<file path="src/rtl/axi4_burst_engine.sv">
// axi4_burst_engine
// Single AXI4 full master that writes one INCR burst of an incrementing
// pattern (SEED, SEED+1, ...) to BASE_ADDR, or reads that burst back and
// counts data mismatches. Start pulses come from a control slave and are
// only honoured while idle; a simultaneous write+read start runs the write
// first and remembers the read as pending.
module axi4_burst_engine #(
  parameter int            AW        = 32,
  parameter logic [AW-1:0] BASE_ADDR = '0,
  parameter int            BURST_LEN = 16,
  parameter logic [31:0]   SEED      = 32'h1000_0000
) (
  input  logic          clk,
  input  logic          resetn,
  input  logic          start_write,
  input  logic          start_read,
  output logic          busy,
  output logic          wr_done,
  output logic          rd_done,
  output logic [1:0]    wr_resp,
  output logic [15:0]   rd_errors,
  output logic          rd_resp_err,
  output logic [AW-1:0] M_AXI_AWADDR,
  output logic [7:0]    M_AXI_AWLEN,
  output logic [2:0]    M_AXI_AWSIZE,
  output logic [1:0]    M_AXI_AWBURST,
  output logic          M_AXI_AWVALID,
  input  logic          M_AXI_AWREADY,
  output logic [31:0]   M_AXI_WDATA,
  output logic [3:0]    M_AXI_WSTRB,
  output logic          M_AXI_WLAST,
  output logic          M_AXI_WVALID,
  input  logic          M_AXI_WREADY,
  input  logic [1:0]    M_AXI_BRESP,
  input  logic          M_AXI_BVALID,
  output logic          M_AXI_BREADY,
  output logic [AW-1:0] M_AXI_ARADDR,
  output logic [7:0]    M_AXI_ARLEN,
  output logic [2:0]    M_AXI_ARSIZE,
  output logic [1:0]    M_AXI_ARBURST,
  output logic          M_AXI_ARVALID,
  input  logic          M_AXI_ARREADY,
  input  logic [31:0]   M_AXI_RDATA,
  input  logic [1:0]    M_AXI_RRESP,
  input  logic          M_AXI_RLAST,
  input  logic          M_AXI_RVALID,
  output logic          M_AXI_RREADY
);

  localparam logic [7:0] LAST_BEAT = 8'(BURST_LEN - 1);

  typedef enum logic [1:0] {IDLE, WRITE, WRESP, READ} state_t;

  state_t state, next_state;

  logic       aw_valid, w_valid, ar_valid;
  logic       aw_done, w_done, pending;
  logic [7:0] w_beat, r_beat;
  logic       aw_hs, w_hs, ar_hs, r_hs;
  logic       w_last, r_last;
  logic       launch_write, launch_read, read_finish;

  assign w_last = (w_beat == LAST_BEAT);
  assign r_last = (r_beat == LAST_BEAT);
  assign aw_hs  = aw_valid & M_AXI_AWREADY;
  assign w_hs   = w_valid & M_AXI_WREADY;
  assign ar_hs  = ar_valid & M_AXI_ARREADY;
  assign r_hs   = (state == READ) & M_AXI_RVALID;

  // The burst geometry is fixed, so both address channels carry constants.
  assign M_AXI_AWADDR  = BASE_ADDR;
  assign M_AXI_AWLEN   = LAST_BEAT;
  assign M_AXI_AWSIZE  = 3'b010;
  assign M_AXI_AWBURST = 2'b01;
  assign M_AXI_AWVALID = aw_valid;
  assign M_AXI_WDATA   = SEED + 32'(w_beat);
  assign M_AXI_WSTRB   = 4'hF;
  assign M_AXI_WLAST   = w_valid & w_last;
  assign M_AXI_WVALID  = w_valid;
  assign M_AXI_BREADY  = (state == WRESP);
  assign M_AXI_ARADDR  = BASE_ADDR;
  assign M_AXI_ARLEN   = LAST_BEAT;
  assign M_AXI_ARSIZE  = 3'b010;
  assign M_AXI_ARBURST = 2'b01;
  assign M_AXI_ARVALID = ar_valid;
  assign M_AXI_RREADY  = (state == READ);
  assign busy          = (state != IDLE) | pending;

  // State register.
  always_ff @(posedge clk or negedge resetn) begin
    if (!resetn) state <= IDLE;
    else         state <= next_state;
  end

  // Next-state logic; a pending read outranks any new start pulse.
  always_comb begin
    next_state   = state;
    launch_write = 1'b0;
    launch_read  = 1'b0;
    read_finish  = 1'b0;
    case (state)
      IDLE: begin
        if (pending) begin
          launch_read = 1'b1;
          next_state  = READ;
        end else if (start_write) begin
          launch_write = 1'b1;
          next_state   = WRITE;
        end else if (start_read) begin
          launch_read = 1'b1;
          next_state  = READ;
        end
      end
      WRITE: begin
        if ((aw_done | aw_hs) & (w_done | (w_hs & w_last))) next_state = WRESP;
      end
      WRESP: begin
        if (M_AXI_BVALID) next_state = IDLE;
      end
      READ: begin
        if (r_hs & (M_AXI_RLAST | r_last)) begin
          read_finish = 1'b1;
          next_state  = IDLE;
        end
      end
      default: next_state = IDLE;
    endcase
  end

  // Write address/data channels: AW and W start together and finish independently.
  always_ff @(posedge clk or negedge resetn) begin
    if (!resetn) begin
      aw_valid <= 1'b0;
      w_valid  <= 1'b0;
      aw_done  <= 1'b0;
      w_done   <= 1'b0;
      w_beat   <= 8'd0;
    end else if (launch_write) begin
      aw_valid <= 1'b1;
      w_valid  <= 1'b1;
      aw_done  <= 1'b0;
      w_done   <= 1'b0;
      w_beat   <= 8'd0;
    end else begin
      if (aw_hs) begin
        aw_valid <= 1'b0;
        aw_done  <= 1'b1;
      end
      if (w_hs) begin
        if (w_last) begin
          w_valid <= 1'b0;
          w_done  <= 1'b1;
        end else begin
          w_beat <= w_beat + 8'd1;
        end
      end
    end
  end

  // Remember a read that arrived together with a write.
  always_ff @(posedge clk or negedge resetn) begin
    if (!resetn)                         pending <= 1'b0;
    else if (launch_write & start_read)  pending <= 1'b1;
    else if (launch_read)                pending <= 1'b0;
  end

  // Read address channel, beat tracking and data/response checking.
  always_ff @(posedge clk or negedge resetn) begin
    if (!resetn) begin
      ar_valid    <= 1'b0;
      r_beat      <= 8'd0;
      rd_errors   <= 16'd0;
      rd_resp_err <= 1'b0;
    end else if (launch_read) begin
      ar_valid    <= 1'b1;
      r_beat      <= 8'd0;
      rd_errors   <= 16'd0;
      rd_resp_err <= 1'b0;
    end else if (state == READ) begin
      if (ar_hs | read_finish) ar_valid <= 1'b0;
      if (r_hs) begin
        if ((M_AXI_RDATA != SEED + 32'(r_beat)) && (rd_errors != 16'hFFFF))
          rd_errors <= rd_errors + 16'd1;
        if ((M_AXI_RRESP != 2'b00) || (M_AXI_RLAST != r_last))
          rd_resp_err <= 1'b1;
        r_beat <= r_beat + 8'd1;
      end
    end
  end

  // Completion pulses and the held write response.
  always_ff @(posedge clk or negedge resetn) begin
    if (!resetn) begin
      wr_done <= 1'b0;
      rd_done <= 1'b0;
      wr_resp <= 2'b00;
    end else begin
      wr_done <= (state == WRESP) & M_AXI_BVALID;
      rd_done <= read_finish;
      if ((state == WRESP) && M_AXI_BVALID) wr_resp <= M_AXI_BRESP;
    end
  end

endmodule

</file>
<file path="config.mk">
export PLATFORM = sky130hd
export DESIGN_NAME = axi4_burst_engine
export DESIGN_NICKNAME = d
export VERILOG_FILES = /design/src/rtl/axi4_burst_engine.sv
export SDC_FILE = /design/constraint.sdc
export NUM_CORES = 1
export LEC_CHECK = 0
export BUFFER_PORTS_ARGS = -buffer_cell sky130_fd_sc_hd__buf_4
export CAP_MARGIN = 0
export CORE_ASPECT_RATIO = 0.75
export CORE_MARGIN = 5
export CORE_UTILIZATION = 44
export DETAILED_ROUTE_END_ITERATION = 8
export PLACE_DENSITY = 0.9
export SYNTH_ARGS = -nofsm -noshare
export SYNTH_HDL_FRONTEND = slang
export SYNTH_SLANG_ARGS = --single-unit
export TNS_END_PERCENT = 100
</file>
<file path="constraint.sdc">
create_clock -name clk -period 2.5 [get_ports clk]
set_input_delay 0.25 -clock clk [delete_from_list [all_inputs] [get_ports clk]]
set_output_delay 0.25 -clock clk [all_outputs]
set_load 0.1 [all_outputs]
</file>
==> results of run 1 <==
-- cell usage in the layout, fill, tap and decap left out, types with 2 or more instances in the layout --
cell	Yosys	final
a21oi_1	10	10
a31oi_1	2	2
and2_1	4	4
and3_1	9	8
and4_1	3	3
buf_4	119	85
clkbuf_8	0	5
conb_1	2	118
dfrtp_1	45	45
ha_1	4	4
inv_1	6	6
inv_6	0	2
mux2_2	2	2
mux2i_1	6	6
nand2_1	26	26
nand2b_1	4	4
nand3_1	12	12
nand4_1	11	11
nor2_1	28	27
nor3_1	5	5
nor4_1	5	5
nor4_2	4	4
o211ai_1	6	6
o21a_1	2	2
o21ai_0	6	6
o21ai_1	2	2
o31ai_1	7	7
or3_1	4	4
or4_1	4	4
xnor2_1	16	16
xor2_1	5	5
-- synth_stat cells, drive strengths merged, types with 3 or more instances --
| cell | number |
|---|---|
| buf | 123 |
| dfrtp | 45 |
| nor2 | 28 |
| nand2 | 26 |
| xnor2 | 16 |
| nand3 | 12 |
| nand4 | 12 |
| a21oi | 10 |
| and3 | 9 |
| nor4 | 9 |
| o21ai | 8 |
| o31ai | 7 |
| inv | 6 |
| mux2i | 6 |
| o211ai | 6 |
| clkbuf | 5 |
| nor3 | 5 |
| or4 | 5 |
| xor2 | 5 |
| and2 | 4 |
| ha | 4 |
| nand2b | 4 |
| or3 | 4 |
| and4 | 3 |
-- power groups by stage --
stage	clock network, W	logic, W	registers [W]
final	0.000582	0.00260	0.00108
after global routing	0.000635	0.00272	0.00112
after CTS	0.000601	0.00261	0.00108
after detailed placement	0	0.00261	0.00110
after global placement	0	0.00258	0.00108
after floorplan	0	0.00159	0.00180
-- per-stage QoR --
stage               std cells  cell area, um2  hold WS, ns  power [W]
global placement          555            3640        0.294    0.00366
finish                    564            3760        0.149    0.00427
CTS                       564            3760        0.141    0.00430
floorplan                 497            3810      -0.0456    0.00339
detailed placement        555            3640        0.295    0.00370
global route              564            3760        0.129    0.00447
-- flip-flops by register name (all words and copies together) (netlist names) --
name           count
rd_done            1
M_AXI_WVALID       1
M_AXI_ARVALID      1
r_beat             8
pending            1
wr_resp            2
state              2
rd_errors         16
w_done             1
aw_done            1
rd_resp_err        1
wr_done            1
w_beat             8
M_AXI_AWVALID      1
-- cells by family after synthesis --
| logic type | after synthesis | synth area share (%) |
|---|---|---|
| adder cells (fa/ha/maj) | 4 | 1.48 |
| AO/OA/AOI/OAI | 41 | 7.83 |
| XOR/XNOR | 21 | 5.46 |
| multiplexers | 8 | 2.45 |
| flip-flops | 45 | 33.4 |
| other | 2 | 0.223 |
| buffers and inverters | 134 | 28.5 |
| AND/OR/NAND/NOR | 126 | 20.6 |
-- worst max path at each step --
stage | startpoint | end | depth (start not counted)
floorplan | rd_errors[0] | rd_errors[12] | 7
global placement | w_beat[0] | w_beat[7] | 6
detailed placement | w_beat[0] | w_beat[7] | 6
CTS | w_beat[4] | M_AXI_WLAST | 3
global route | state[0] | r_beat[7] | 5
finish | w_beat[4] | M_AXI_WLAST | 3
-- timing repair --
item,4_1_cts,5_1_grt
endpoints found under the hold margin,45,0
hold buffers,1,0
buffers inserted,0,0
-- worst max-delay path: stages (launching register included) --
cell and delay, ns:
dfrtp_1 0.45, nor4_1 0.50, and3_2 0.26, buf_4 0.28
-- layer usage --
layer | vias to the layer above | wire (um) | part of all wire [%] | global-route usage [%]
met5 | - | 0 | 0 | 0
met4 | 0 | 39 | 0.50 | 2.65
met3 | 7 | 689 | 8.9 | 4.02
met2 | 118 | 3910 | 50 | 25.2
met1 | 1238 | 3110 | 40 | 20.4
li1 | 1242 | - | - | -
-- final cells by class --
type,instances,area (um2)
fillers,691,3640
multi-input cells,318,1720
flip-flops and latches,45,1130
repair buffers,86,648
well taps,101,126
clock buffers,5,68.8
clock inverters,3,47.5
inverters,6,22.5
==> flow_summary.ini, run 1 <==
[clocking]
numCtsBuffers = 5
ctsHtreeMaxLevel = 2
cts_max_path_buffers = 2
cts_resized = 0
cts_tree = yes
clk_pin_slew_ns = 0.09
clock_latency_ns = 0.30
clock-root-buffer = clkbuf_8
clock_sinks = 45

[worst_setup_path]
end_kind = primary output
arrival_ns = 1.79
cp_max_fo = 5
reg2reg_depth = 6
timing.reg2reg.setup_slack_ns = 0.50
worstSetupPathType = reg -> out
critPathLaunchType = flip-flop
rr_startpoint = w_beat[0]
cp.required_ns = 2.25
r2r_end = w_beat[7]

[die]
fp.coreArea_um2 = 7400
dieArea_um2 = 9530
num_io_pins = 200
die_x_um = 111
initial_core_util_pct = 45.6
rows = 27
dieHeight_um = 85.8

[synthesis]
synth_flop_cell = dfrtp_1
syn-cell-area_um2 = 3370
synth.largest_area_cell = dfrtp_1
synth_edf_count = 0
netlist.area_leader.share_pct = 33.4
synth.distinct_cells = 45
avgSynthCellArea_um2 = 8.85
ys_seq_area_share_pct = 33.4
yosys_warnings = 0
synth_cells = 381
synth-seq-cells = 45
async_reset_ff_share_pct = 100
synth_area_leaders = dfrtp_1 (33%), buf_4 (27%), xnor2_1 (4.2%), nor2_1 (3.1%), nand2_1 (2.9%)

[power_and_ir_drop]
pwr-share-comb_pct = 61.0
p_per_area_nw_per_um2 = 1130
irDropWorstVdd_mv = 0.941
clkPwrFrac_pct = 13.6
p_int_w = 0.00165
pwr-share-seq_pct = 25.4
p_switching_w = 0.00262
swShare_pct = 61.3
p_leak_nw = 1.90

[detailed_routing]
drc = 0
routed_wl_mm = 7.75
vias = 2605
drt-initial-drc-count = 96
ant_nets = 0
routedWlPerCell_um = 13.7
via_per_inst = 4.62
firstDrtPassIters = 5

[sta]
hold_viol_final = 0
fin_crit_ns = 2.04
setup_viol = 0
finClkSkew_ns = 0.00839
relSlewSlack_pct = 51.6
fin_ws_ns = 0.459
maxSlewViolCount = 0
max_freq_mhz = 490
rsz0062_at_grt = no
fin_tns_setup_ns = 0
tightest_slew_ns = 0.707
fin_crit_sh_pct = 81.6

[global_routing]
global_route.overflow_total = 0
grt_first_pass_wirelength_mm = 12.0
grtUsageTotal_pct = 15.2
grt_pass1_vias = 2411
grt_antenna_before_repair = 0
grt_max_degree = 46

[worst_hold_path]
whs_endpoint = M_AXI_AWVALID
hold_class = in -> reg
worstHoldStart = M_AXI_AWREADY
min_path_cells = 2

[cells_and_area]
drive_above_1_share_pct = 22.5
syn_to_final_growth_pct = 11.6
fin_util_pct = 50.9
finalNetCount = 512
diodes = 0

[place]
place_congestion = 0.912
hpwl_mm = 6.30
io_buffers = 81
pre_cts_slack_ns = 0.518

[outcome]
outcome = completed

[flow_run]
timing.max_cap.violations = 0
(Power assumes the default switching activity.)
==> inputs of run 2 (changes only) <==
--- a/config.mk
+++ b/config.mk
@@ -9,9 +9,9 @@
 export CAP_MARGIN = 0
 export CORE_ASPECT_RATIO = 0.75
 export CORE_MARGIN = 5
-export CORE_UTILIZATION = 44
+export CORE_UTILIZATION = 40
 export DETAILED_ROUTE_END_ITERATION = 8
-export PLACE_DENSITY = 0.9
+export PLACE_DENSITY = 0.87
 export SYNTH_ARGS = -nofsm -noshare
 export SYNTH_HDL_FRONTEND = slang
 export SYNTH_SLANG_ARGS = --single-unit
==> constraint.sdc (replaced) <==
create_clock -name clk -period 1.7 [get_ports clk]
set_input_delay 0.17 -clock clk [delete_from_list [all_inputs] [get_ports clk]]
set_output_delay 0.17 -clock clk [all_outputs]
set_load 0.1 [all_outputs]
==> flow_summary.ini, run 2 (same netlist as run 1, synthesis figures left out) <==
[global_routing]
global_route.overflow_total = 0
grt_antenna_before_repair = 0
grt_max_degree = 46
grtUsageTotal_pct = 14.1
grt_first_pass_wirelength_mm = 11.8
grt_pass1_vias = 2461

[sta]
rsz0062_at_grt = yes
maxSlewViolCount = 0
fin_ws_ns = -0.122
relSlewSlack_pct = 62.4
fin_crit_sh_pct = 107
setup_viol = 8
tightest_slew_ns = 0.563
fin_crit_ns = 1.82
finClkSkew_ns = 0.00498
max_freq_mhz = 549
hold_viol_final = 0
fin_tns_setup_ns = -0.461

[place]
place_congestion = 0.867
hpwl_mm = 6.73
placed_area_um2 = 3980
io_buffers = 81

[worst_setup_path]
critPathLaunchType = flip-flop
cp_max_fo = 5
cp_top_family = simple AND/OR/NAND/NOR gates
cp.depth = 5
slowest_stage = or4_4
slowest_delay_ns = 0.60
crit_buf_inv = 0
end_kind = flip-flop
path_cells = xnor2_2 > nand4_2 > or4_4 > and3_4 > mux2i_1
reg2reg_depth = 5
arrival_ns = 1.98
timing.reg2reg.setup_slack_ns = -0.12
cp.required_ns = 1.86
worstSetupPathType = reg -> reg

[outcome]
outcome = finished, violations left
violations = setup timing

[power_and_ir_drop]
p_int_w = 0.00284
p_per_area_nw_per_um2 = 1550
p_switching_w = 0.00398
p_leak_nw = 2.10
irDropWorstVdd_mv = 1.24
pwr-share-seq_pct = 23.4
swShare_pct = 58.4
pwr-share-comb_pct = 63.2
clkPwrFrac_pct = 13.5

[cells_and_area]
diodes = 0
fin_area_um2 = 4380
largest_register_ffs = 16
final_cell_mix = conb_1 (118), buf_4 (118), nor2_1 (26), nand2_1 (26), dfrtp_2 (22)
drive_above_1_share_pct = 39.9
regMostFlops = rd_errors
finalNetCount = 548
syn_to_final_growth_pct = 30.0
reg_top3 = rd_errors: 16 flops, r_beat: 8 flops, w_beat: 8 flops

[clocking]
numCtsBuffers = 5
clk_pin_slew_ns = 0.06
cts_max_path_buffers = 2
clock-root-buffer = clkbuf_16
clock_sinks = 45
clock_latency_ns = 0.28
cts_tree = yes
ctsHtreeMaxLevel = 2

[die]
rows = 29
num_io_pins = 200
fp.coreArea_um2 = 8350
initial_core_util_pct = 40.4
dieArea_um2 = 10400
die_x_um = 116
dieHeight_um = 89.5

[worst_hold_path]
min_path_cells = 2
hold_class = in -> reg

[detailed_routing]
drc = 0
firstDrtPassIters = 4
top_layer_used = met4
vias = 2783
drt-initial-drc-count = 113
via_per_inst = 4.58
routed_wl_mm = 8.59
ant_nets = 0
wl_met2_mm = 4.53
wl_met1_mm = 3.43
routedWlPerCell_um = 14.2
wl_met3_um = 559

[flow_run]
timing.max_cap.violations = 0
-- run 2: metal layers --
layer | GRT usage, % | vias to the layer above
li1 | - | 1309
met4 | 2.95 | 0
met1 | 18.9 | 1348
met3 | 2.77 | 12
met5 | 0 | -
met2 | 24.0 | 114
-- run 2: path summary, 6_finish.rpt --
check / end / from
worst max-delay path: rd_errors[2] / r_beat[4]
min in group asynchronous: w_beat[2] / resetn
worst min register to register: aw_done / aw_done
worst min-delay path: M_AXI_AWVALID / M_AXI_AWREADY
worst max register to register: rd_errors[2] / r_beat[4]
max in group asynchronous: rd_errors[1] / resetn
-- run 2: stage by stage --
stage	instances	total power, W	setup slack [ns]	util, %	hold slack, ns
3_5_place_dp	588	0.00578	-0.112	47.7	0.206
5_1_grt	607	0.00712	-0.173	52.5	0.0971
6_report	607	0.00681	-0.122	52.5	0.0939
2_1_floorplan	497	0.00512	-0.319	-	-0.126
4_1_cts	605	0.00679	-0.0715	51.0	0.0898
3_3_place_gp	588	0.00571	-0.0455	47.7	0.208
-- run 2: worst reg2reg max path: stages (launching register included) --
cell and delay (ns):
dfrtp_2 0.45, xnor2_2 0.20, nand4_2 0.18, or4_4 0.60, and3_4 0.18, mux2i_1 0.11
-- run 2: power by group through the flow --
stage	logic, W	registers, W	clock network (W)
after floorplan	0.00240	0.00272	0
after global placement	0.00411	0.00159	0
after detailed placement	0.00417	0.00161	0
after global routing	0.00450	0.00162	0.000994
final	0.00430	0.00159	0.000919
after CTS	0.00426	0.00159	0.000940
-- run 2: repair_timing --
| item | CTS | global route |
|---|---|---|
| pin swaps | 9 | 18 |
| setup buffers | 9 | 2 |
| hold buffers | 1 | 0 |
| resized for setup | 10 | 27 |
| endpoints found under the hold margin | 45 | 0 |
| endpoints found under the setup margin | 15 | 23 |
| gates cloned | 0 | 0 |
-- run 2: cell type report --
class | instances | area (um2)
tap | 108 | 135
inverter | 6 | 22.5
fill | 749 | 3960
sequential | 45 | 1180
timing repair buffer | 122 | 947
multi-input combinational | 318 | 1960
clock buffer | 8 | 136
==> inputs of run 3 (changes only) <==
--- a/config.mk
+++ b/config.mk
@@ -6,11 +6,13 @@
 export NUM_CORES = 1
 export LEC_CHECK = 0
 export BUFFER_PORTS_ARGS = -buffer_cell sky130_fd_sc_hd__buf_4
-export CAP_MARGIN = 0
+export CAP_MARGIN = 20
 export CORE_ASPECT_RATIO = 0.75
 export CORE_MARGIN = 5
 export CORE_UTILIZATION = 40
 export DETAILED_ROUTE_END_ITERATION = 8
+export HOLD_SLACK_MARGIN = 0.06
+export MAX_ROUTING_LAYER = met4
 export PLACE_DENSITY = 0.87
 export SYNTH_ARGS = -nofsm -noshare
 export SYNTH_HDL_FRONTEND = slang
==> flow_summary.ini, run 3 (same netlist as run 1, synthesis figures left out) <==
[outcome]
outcome = finished, violations left
violations = setup timing

[detailed_routing]
vias = 2845
drc = 0
drt-initial-drc-count = 127
via_per_inst = 4.62
routed_wl_mm = 9.37
routedWlPerCell_um = 15.2
firstDrtPassIters = 4
ant_nets = 0

[cells_and_area]
largest_register_ffs = 16
syn_to_final_growth_pct = 37.6
layout_commonest_cell = buf_4
finalNetCount = 557
regMostFlops = rd_errors
reg_top3 = rd_errors: 16 flops, r_beat: 8 flops, w_beat: 8 flops
diodes = 0
drive_above_1_share_pct = 44.7
nFillCells = 686
final_cell_mix = buf_4 (122), conb_1 (118), nor2_1 (25), nand2_1 (25), dfrtp_2 (23)
fin_area_um2 = 4640
stdcell_count = 616

[sta]
finClkSkew_ns = 0.00630
fin_crit_sh_pct = 105
max_freq_mhz = 562
fin_crit_ns = 1.78
maxSlewViolCount = 0
relSlewSlack_pct = 60.9
setup_viol = 11
hold_viol_final = 0
fin_ws_ns = -0.0787
rsz0062_at_grt = yes
fin_tns_setup_ns = -0.386
tightest_slew_ns = 0.586

[worst_setup_path]
rr_startpoint = r_beat[7]
crit_top_cell = buf_6
timing.reg2reg.setup_slack_ns = -0.08
end_kind = flip-flop
critPathLaunchType = flip-flop
cp.required_ns = 1.91
reg2reg_depth = 7
cp_max_fo = 6
path_cells = xnor2_2 > nand4_1 > nor4_4 > buf_6 > buf_6 > or4_4 > a21oi_2
slowest_stage = or4_4
slowest_delay_ns = 0.47
r2r_end = rd_errors[6]
worstSetupPathType = reg -> reg
arrival_ns = 1.99

[clocking]
clk_pin_slew_ns = 0.06
clock_sinks = 45
clock_latency_ns = 0.28
ctsHtreeMaxLevel = 2
cts_tree = yes
clock-root-buffer = clkbuf_16
numCtsBuffers = 5
cts_max_path_buffers = 2

[place]
placed_area_um2 = 4010
hpwl_mm = 7.04
dp.cells = 591
io_buffers = 81
pre_cts_slack_ns = -0.112
place_congestion = 0.885

[power_and_ir_drop]
p_switching_w = 0.00406
clkPwrFrac_pct = 15.6
p_per_area_nw_per_um2 = 1540
p_int_w = 0.00309
total_power_w = 0.00715
swShare_pct = 56.8
p_leak_nw = 2.21
irDropWorstVdd_mv = 0.989
pwr-share-comb_pct = 61.8
pwr-share-seq_pct = 22.6

[global_routing]
grtUsageTotal_pct = 16.6
global_route.overflow_total = 0
grt_antenna_before_repair = 0
grt_first_pass_wirelength_mm = 13.3
grt_pass1_vias = 2713
grt_max_degree = 46

[worst_hold_path]
hold_class = in -> reg
worstHoldStart = M_AXI_AWREADY
whs_endpoint = M_AXI_AWVALID
min_path_cells = 2

[die]
initial_core_util_pct = 40.4
dieArea_um2 = 10400
die_x_um = 116
fp.coreArea_um2 = 8350
dieHeight_um = 89.5
num_io_pins = 200
rows = 29

[flow_run]
timing.max_cap.violations = 0
-- run 3: cell types whose count changed in the layout (fill, tap and decap cells not counted), sizes merged --
cell | previous run | this run
buf | 121 | 130
clkbuf | 8 | 7
bufinv | 0 | 1
-- run 3: metrics by stage --
stage               hold slack [ns]  util (%)
floorplan                    -0.126         -
global placement              0.205      48.0
detailed placement            0.209      48.0
CTS                          0.0966      52.8
global route                 0.0964      55.6
finish                        0.101      55.6
-- run 3: worst max-delay path by stage --
stage	from	slack [ns]	to
after floorplan	rd_errors[1]	-0.32	rd_errors[7]
after global placement	rd_errors[1]	-0.07	rd_errors[0]
after detailed placement	rd_errors[1]	-0.11	rd_errors[15]
after CTS	w_beat[4]	-0.09	M_AXI_WLAST
after global routing	r_beat[1]	-0.16	rd_errors[13]
final	r_beat[7]	-0.08	rd_errors[6]
-- run 3: critical path: cells and delay by family (launching register included) --
family	cells	cell delay [ns]
buffers and inverters	2	0.27
flip-flops	1	0.45
XOR/XNOR	1	0.14
AO/OA/AOI/OAI	1	0.15
AND/OR/NAND/NOR	3	0.71
-- run 3: power by group through the flow --
stage	Clock, W	Combinational, W	Sequential (W)
floorplan	0	0.00240	0.00272
global placement	0	0.00412	0.00159
detailed placement	0	0.00419	0.00161
CTS	0.00114	0.00431	0.00158
global route	0.00118	0.00463	0.00165
finish	0.00112	0.00442	0.00162
-- run 3: area by class of cell --
class	instances	area [um2]	share of cell area, %
Clock buffer	7	143	3.07
Timing Repair Buffer	131	1020	22.0
Multi-Input combinational cell	318	2110	45.5
Sequential cell	45	1180	25.5
Tap cell	108	135	2.91
Clock inverter	1	30.0	0.647
Inverter	6	22.5	0.485
-- run 3: timing repair --
| action | 4_1_cts | 5_1_grt |
|---|---|---|
| buffers inserted | 12 | 3 |
| pin swaps | 15 | 22 |
| setup endpoints to repair | 14 | 26 |
| gates resized for setup | 27 | 41 |
| hold buffers | 1 | 0 |
| cloned | 0 | 1 |
| hold endpoints to repair | 45 | 0 |
-- run 3: per-layer routing --
metal	wire length, um	share of wire, %	global-route usage (%)	vias up
met5	0	0	-	-
met1	3700	39	20.1	1409
met2	5060	54	28.3	98
met4	72	0.77	5.27	0
li1	-	-	-	1327
met3	538	5.7	2.91	11
